<file path="config.mk">
export PLATFORM = sky130hd
export DESIGN_NAME = mfp_ahb_gpio_arbiter
export DESIGN_NICKNAME = d
export VERILOG_FILES = /design/src/rtl/mfp_ahb_gpio_arbiter_pkg.sv /design/src/rtl/mfp_ahb_arb_port.sv /design/src/rtl/mfp_ahb_gpio_arbiter.sv
export SDC_FILE = /design/constraint.sdc
export NUM_CORES = 1
export LEC_CHECK = 0
export CORE_AREA = 2 2 122 124
export CTS_BUF_LIST = sky130_fd_sc_hd__clkbuf_8
export DETAILED_ROUTE_END_ITERATION = 8
export DIE_AREA = 0 0 124 126
export PLACE_DENSITY = 0.75
export SLEW_MARGIN = 40
export SYNTH_ARGS = -nofsm -noshare
export SYNTH_HDL_FRONTEND = slang
export SYNTH_SLANG_ARGS = --single-unit
</file>
<file path="constraint.sdc">
create_clock -name HCLK -period 2.24 [get_ports HCLK]
set_clock_uncertainty 0.15 [all_clocks]
set_input_delay 0.224 -clock HCLK [delete_from_list [all_inputs] [get_ports HCLK]]
set_output_delay 0.224 -clock HCLK [all_outputs]
set_load 0.02 [all_outputs]
</file>
<file path="src/rtl/mfp_ahb_gpio_arbiter_pkg.sv">
// Shared AHB-Lite encodings and the captured-request record used by the
// two-master GPIO arbiter.
package mfp_ahb_gpio_arbiter_pkg;

    localparam logic [1:0] HTRANS_IDLE   = 2'b00;
    localparam logic [1:0] HTRANS_BUSY   = 2'b01;
    localparam logic [1:0] HTRANS_NONSEQ = 2'b10;
    localparam logic [1:0] HTRANS_SEQ    = 2'b11;

    localparam logic [2:0] HBURST_SINGLE = 3'b000;

    typedef struct packed {
        logic [31:0] addr;
        logic        write;
        logic [2:0]  size;
    } ahb_req_t;

endpackage

</file>
<file path="src/rtl/mfp_ahb_arb_port.sv">
// One master-side port: captures a transfer, stalls the master until the
// arbiter issues it, then passes the slave data phase back transparently.
module mfp_ahb_arb_port
    import mfp_ahb_gpio_arbiter_pkg::*;
(
    input  logic        HCLK,
    input  logic        HRESETn,
    input  logic [31:0] haddr,
    input  logic [1:0]  htrans,
    input  logic        hwrite,
    input  logic [2:0]  hsize,
    output logic [31:0] hrdata,
    output logic        hready,
    output logic        hresp,
    input  logic        grant,
    input  logic        s_hready,
    input  logic        s_hresp,
    input  logic [31:0] s_hrdata,
    output logic        pend_o,
    output ahb_req_t    req_o
);

    localparam logic [1:0] ST_IDLE = 2'd0;
    localparam logic [1:0] ST_WAIT = 2'd1;
    localparam logic [1:0] ST_DATA = 2'd2;

    logic [1:0] state_q, state_d;
    ahb_req_t   req_q, req_d;

    always_comb begin
        hready = 1'b1;
        hresp  = 1'b0;
        hrdata = '0;
        case (state_q)
            ST_WAIT: hready = 1'b0;
            ST_DATA: begin
                hready = s_hready;
                hresp  = s_hresp;
                hrdata = s_hrdata;
            end
            default: ;
        endcase
    end

    // Capture only when the master sees HREADY high, so a transfer offered
    // during the first ERROR cycle and then cancelled is never taken.
    always_comb begin
        state_d = state_q;
        req_d   = req_q;
        case (state_q)
            ST_IDLE: if (htrans[1]) state_d = ST_WAIT;
            ST_WAIT: if (grant && s_hready) state_d = ST_DATA;
            ST_DATA: if (s_hready) state_d = htrans[1] ? ST_WAIT : ST_IDLE;
            default: state_d = ST_IDLE;
        endcase
        if (htrans[1] && hready)
            req_d = '{addr: haddr, write: hwrite, size: hsize};
    end

    always_ff @(posedge HCLK or negedge HRESETn) begin
        if (!HRESETn) begin
            state_q <= ST_IDLE;
            req_q   <= '0;
        end else begin
            state_q <= state_d;
            req_q   <= req_d;
        end
    end

    assign pend_o = (state_q == ST_WAIT);
    assign req_o  = req_q;

endmodule

</file>
<file path="src/rtl/mfp_ahb_gpio_arbiter.sv">
// Shares the GPIO slave between the CPU (port 0) and a debug/DMA master
// (port 1); every transfer is re-issued to the slave as a NONSEQ SINGLE.
module mfp_ahb_gpio_arbiter
    import mfp_ahb_gpio_arbiter_pkg::*;
#(
    parameter int ARB_MODE = 0
) (
    input  logic        HCLK,
    input  logic        HRESETn,
    input  logic [31:0] M0_HADDR,
    input  logic [1:0]  M0_HTRANS,
    input  logic        M0_HWRITE,
    input  logic [2:0]  M0_HSIZE,
    input  logic [31:0] M0_HWDATA,
    output logic [31:0] M0_HRDATA,
    output logic        M0_HREADY,
    output logic        M0_HRESP,
    input  logic [31:0] M1_HADDR,
    input  logic [1:0]  M1_HTRANS,
    input  logic        M1_HWRITE,
    input  logic [2:0]  M1_HSIZE,
    input  logic [31:0] M1_HWDATA,
    output logic [31:0] M1_HRDATA,
    output logic        M1_HREADY,
    output logic        M1_HRESP,
    output logic        S_HSEL,
    output logic [31:0] S_HADDR,
    output logic [1:0]  S_HTRANS,
    output logic        S_HWRITE,
    output logic [2:0]  S_HSIZE,
    output logic [2:0]  S_HBURST,
    output logic [31:0] S_HWDATA,
    input  logic [31:0] S_HRDATA,
    input  logic        S_HREADY,
    input  logic        S_HRESP
);

    logic [31:0] m_haddr [2];
    logic [1:0]  m_htrans [2];
    logic        m_hwrite [2];
    logic [2:0]  m_hsize [2];
    logic [31:0] m_hwdata [2];
    logic [31:0] m_hrdata [2];
    logic        m_hready [2];
    logic        m_hresp [2];
    logic [1:0]  pend;
    logic [1:0]  grant;
    ahb_req_t    req [2];

    assign m_haddr[0]  = M0_HADDR;
    assign m_haddr[1]  = M1_HADDR;
    assign m_htrans[0] = M0_HTRANS;
    assign m_htrans[1] = M1_HTRANS;
    assign m_hwrite[0] = M0_HWRITE;
    assign m_hwrite[1] = M1_HWRITE;
    assign m_hsize[0]  = M0_HSIZE;
    assign m_hsize[1]  = M1_HSIZE;
    assign m_hwdata[0] = M0_HWDATA;
    assign m_hwdata[1] = M1_HWDATA;
    assign M0_HRDATA   = m_hrdata[0];
    assign M1_HRDATA   = m_hrdata[1];
    assign M0_HREADY   = m_hready[0];
    assign M1_HREADY   = m_hready[1];
    assign M0_HRESP    = m_hresp[0];
    assign M1_HRESP    = m_hresp[1];

    logic grant_vld_q, grant_vld_d;
    logic grant_id_q, grant_id_d;
    logic last_grant_q, last_grant_d;
    logic dph_vld_q, dph_vld_d;
    logic dph_id_q, dph_id_d;

    for (genvar gi = 0; gi < 2; gi++) begin : g_port
        assign grant[gi] = grant_vld_q && (grant_id_q == 1'(gi));

        mfp_ahb_arb_port u_port (
            .HCLK     (HCLK),
            .HRESETn  (HRESETn),
            .haddr    (m_haddr[gi]),
            .htrans   (m_htrans[gi]),
            .hwrite   (m_hwrite[gi]),
            .hsize    (m_hsize[gi]),
            .hrdata   (m_hrdata[gi]),
            .hready   (m_hready[gi]),
            .hresp    (m_hresp[gi]),
            .grant    (grant[gi]),
            .s_hready (S_HREADY),
            .s_hresp  (S_HRESP),
            .s_hrdata (S_HRDATA),
            .pend_o   (pend[gi]),
            .req_o    (req[gi])
        );
    end

    // The port whose issue is accepted at this edge leaves WAIT, so it is
    // excluded from the next grant; everything holds while S_HREADY is low.
    logic       accept;
    logic [1:0] cand;

    always_comb begin
        accept       = grant_vld_q && S_HREADY;
        cand[0]      = pend[0] && !(accept && (grant_id_q == 1'b0));
        cand[1]      = pend[1] && !(accept && (grant_id_q == 1'b1));
        grant_vld_d  = grant_vld_q;
        grant_id_d   = grant_id_q;
        last_grant_d = last_grant_q;
        dph_vld_d    = dph_vld_q;
        dph_id_d     = dph_id_q;
        if (S_HREADY) begin
            grant_vld_d = |cand;
            if (cand[0] && cand[1])
                grant_id_d = (ARB_MODE == 1) ? 1'b0 : ~last_grant_q;
            else
                grant_id_d = cand[1];
            dph_vld_d = 1'b0;
        end
        if (accept) begin
            last_grant_d = grant_id_q;
            dph_vld_d    = 1'b1;
            dph_id_d     = grant_id_q;
        end
    end

    always_ff @(posedge HCLK or negedge HRESETn) begin
        if (!HRESETn) begin
            grant_vld_q  <= 1'b0;
            grant_id_q   <= 1'b0;
            last_grant_q <= 1'b1;
            dph_vld_q    <= 1'b0;
            dph_id_q     <= 1'b0;
        end else begin
            grant_vld_q  <= grant_vld_d;
            grant_id_q   <= grant_id_d;
            last_grant_q <= last_grant_d;
            dph_vld_q    <= dph_vld_d;
            dph_id_q     <= dph_id_d;
        end
    end

    assign S_HSEL   = grant_vld_q;
    assign S_HTRANS = grant_vld_q ? HTRANS_NONSEQ : HTRANS_IDLE;
    assign S_HBURST = HBURST_SINGLE;
    assign S_HADDR  = grant_vld_q ? req[grant_id_q].addr : '0;
    assign S_HWRITE = grant_vld_q ? req[grant_id_q].write : 1'b0;
    assign S_HSIZE  = grant_vld_q ? req[grant_id_q].size : '0;
    assign S_HWDATA = dph_vld_q ? m_hwdata[dph_id_q] : '0;

endmodule

</file>
==> out/results.txt <==
outcome - completed
DRT iter0 DRCs - 121
Final Wtd Congestion - 0.942
Synth Area per Inst - 10.8 um^2
simple-gate share of the synthesized area - 0.168
Final Util - 0.571
Synth cell types - 25
final hold violation count - 0
Yosys top cell area share - 0.432
CTS tree - yes
post-DP HPWL - 13500 um
H-tree level count - 3
initial antenna violation count - 1
io pins - 318
fin. max-slew vios - 0
area share of fa/ha/maj cells after synthesis - 0
proportion of layout cells with a drive suffix above 1 - 0.149
Req. time, crit path - 1870 ps
most common cell in the netlist - dfrtp_1
leakage - 4.21 nW
Layout area overhead - 76.1%
Crit Path Category - reg -> out
CTS sink count - 81
worst slew pin tran - 629 ps
final WL - 17000 um
min-delay worst type - in -> async
EDFF count, synth - 0
CP Launch Type - flop
min cycle time layout - 2070 ps
Setup crit end kind - output pin
fraction of registers with async set/reset - 1.00
post-synthesis mux area share - 0.322
post-synthesis xor/xnor area fraction - 0
Final #Nets - 911
Initial Utilization - 0.324
Worst EP arrival - 1700 ps
vias per inst - 4.67
setup tns final - 0 ps
die height - 126 um
clk_lat worst skew - 350 ps
first-pass GRT wire length - 24400 um
relative slew slack - 0.580
cell taking the most area after synthesis - dfrtp_1
crit share post-route - 0.925
total number of vias - 4317
DR DRC count - 0
register area share after synthesis - 0.437
FMAX - 483 MHz
main combinational cell family by area after synthesis - multiplexers
Filler cells - 1260
post-CTS setup buffer count - 0
Die W - 124 um
row cnt - 44
most instantiated cells after synthesis - dfrtp_1, nor2_1, mux2_2, mux2i_1, and2_1
Clock Root Buffer - clkbuf_8
main area contributors after synthesis - dfrtp_1, mux2_2, mux2i_1
DIE AREA - 15600 um^2
Synth Warn # - 0
routed len/inst - 18.4 um
Pre-antenna DRT Iters - 4
grt ovf - 0
Pwr Total - 0.00907 W
RSZ-0062 raised after global routing - false
synthesized area - 4640 um^2
Worst IR Drop VDD - 0.640 mV
CP max FO - 34
Max clock buf depth - 2
setup violators final - 0
dominant synthesized flop cell - dfrtp_1
post-synthesis compound-gate area fraction - 0.0267
core area - 14300 um^2
Max-cap violations - 0
overall routing resource usage - 0.207
Antenna Nets Post-Route - 0
PortBufs - 311
hold_ws - 267 ps
largest net degree at the start of global routing - 47
power density over cell area - 1110 nW/um^2
Num CTS Buffers - 9
number of global-route vias before repair - 4470
clock transition at the registers of the reported paths - 80 ps
Synth Register Bits - 81
Syn Inst Count - 428
-- critical path, stage by stage, from the launching register on --
cell and delay, ps:
dfrtp_1 430, nor2b_2 190, buf_12 150, a21oi_1 150, dlygate4sd2_1 410
-- final cells by class --
class	count	area, um^2	area share
inverters	3	11.3	0.00138
multi-input cells	313	2410	0.295
well taps	184	230	0.0282
flip-flops and latches	81	2030	0.249
clock buffers	9	124	0.0152
repair buffers	327	3280	0.402
diodes	1	2.50	0.000306
clock inverters	7	71.3	0.00873
-- state kept, by name, indices dropped and copies added (netlist names) --
signal / count
S_HSEL: 1
dph_id_q: 1
dph_vld_q: 1
g_port.u_port.req_o: 72
g_port.u_port.state_q: 4
grant_id_q: 1
last_grant_q: 1
-- what timing repair did --
| item | in CTS | in global routing |
|---|---|---|
| gates resized for setup | 115 | 27 |
| hold buffers | 1 | 0 |
| cloned | 0 | 1 |
| endpoints found under the setup margin | 128 | 25 |
| endpoints found under the hold margin | 43 | 0 |
-- metrics by stage --
stage | area [um^2] | worst slack (ps) | std cells
4_1_cts | 8070 | -42.9 | 923
3_3_place_gp | 7990 | 256 | 906
2_1_floorplan | 4650 | 549 | 431
5_1_grt | 8170 | 109 | 925
6_report | 8170 | 168 | 925
3_5_place_dp | 7990 | 219 | 906
-- layout by cell type (no fill, tap or decap), types with 2 or more instances in the layout --
cell type and instances:
dlygate4sd2_1 110, clkbuf_8 9, buf_12 8, mux2_2 69, nor2b_2 2, nand2_1 6, dfrtp_2 3, clkinvlp_4 3
dfrtp_1 77, nor2b_1 3, inv_1 3, clkdlybuf4s50_1 174, a21oi_1 3, conb_1 4, o22ai_1 2, a221oi_1 2
dlymetal6s2s_1 25, mux2_1 3, o211ai_4 2, o21ai_0 2, nand2b_1 6, mux2i_1 68, and2_1 66, nand3_1 2
buf_4 6, nor2_1 70, clkinv_2 2
-- power by group --
part | internal, W | total, W | switching [W]
Combinational | 0.00265 | 0.00538 | 0.00273
Clock | 0.000512 | 0.00105 | 0.000542
Sequential | 0.00221 | 0.00264 | 0.000426
-- path summary, 6_finish.rpt --
path | from | to | slack (ps) | cells after the start
hold reg to reg | last_grant_q | last_grant_q | 320 | 2
setup reg to reg | g_port[0].u_port.state_q[0] | g_port[0].u_port.req_o[26] | 470 | 4
setup / recovery | g_port[0].u_port.state_q[1] | M0_HREADY | 170 | 4
max in group asynchronous | HRESETn | g_port[1].u_port.req_o[31] | 1020 | 3
hold / removal | HRESETn | g_port[0].u_port.req_o[24] | 270 | 2
min in group HCLK | last_grant_q | last_grant_q | 320 | 2
-- kinds of logic (layout without fill, tap and decap cells) --
kind of cell	count (synthesis)	count (layout)
AND/OR/NAND/NOR	155	155
multiplexers	140	140
flip-flops	81	81
buffers and inverters	37	346
AO/OA/AOI/OAI	14	14
other	1	5
-- per-layer routing --
layer  track usage  wire length [um]
met4        0.0681               361
met1         0.233              6250
met5             0                 0
met3        0.0466              1430
met2         0.381              8960
(Power assumes the default switching activity.)
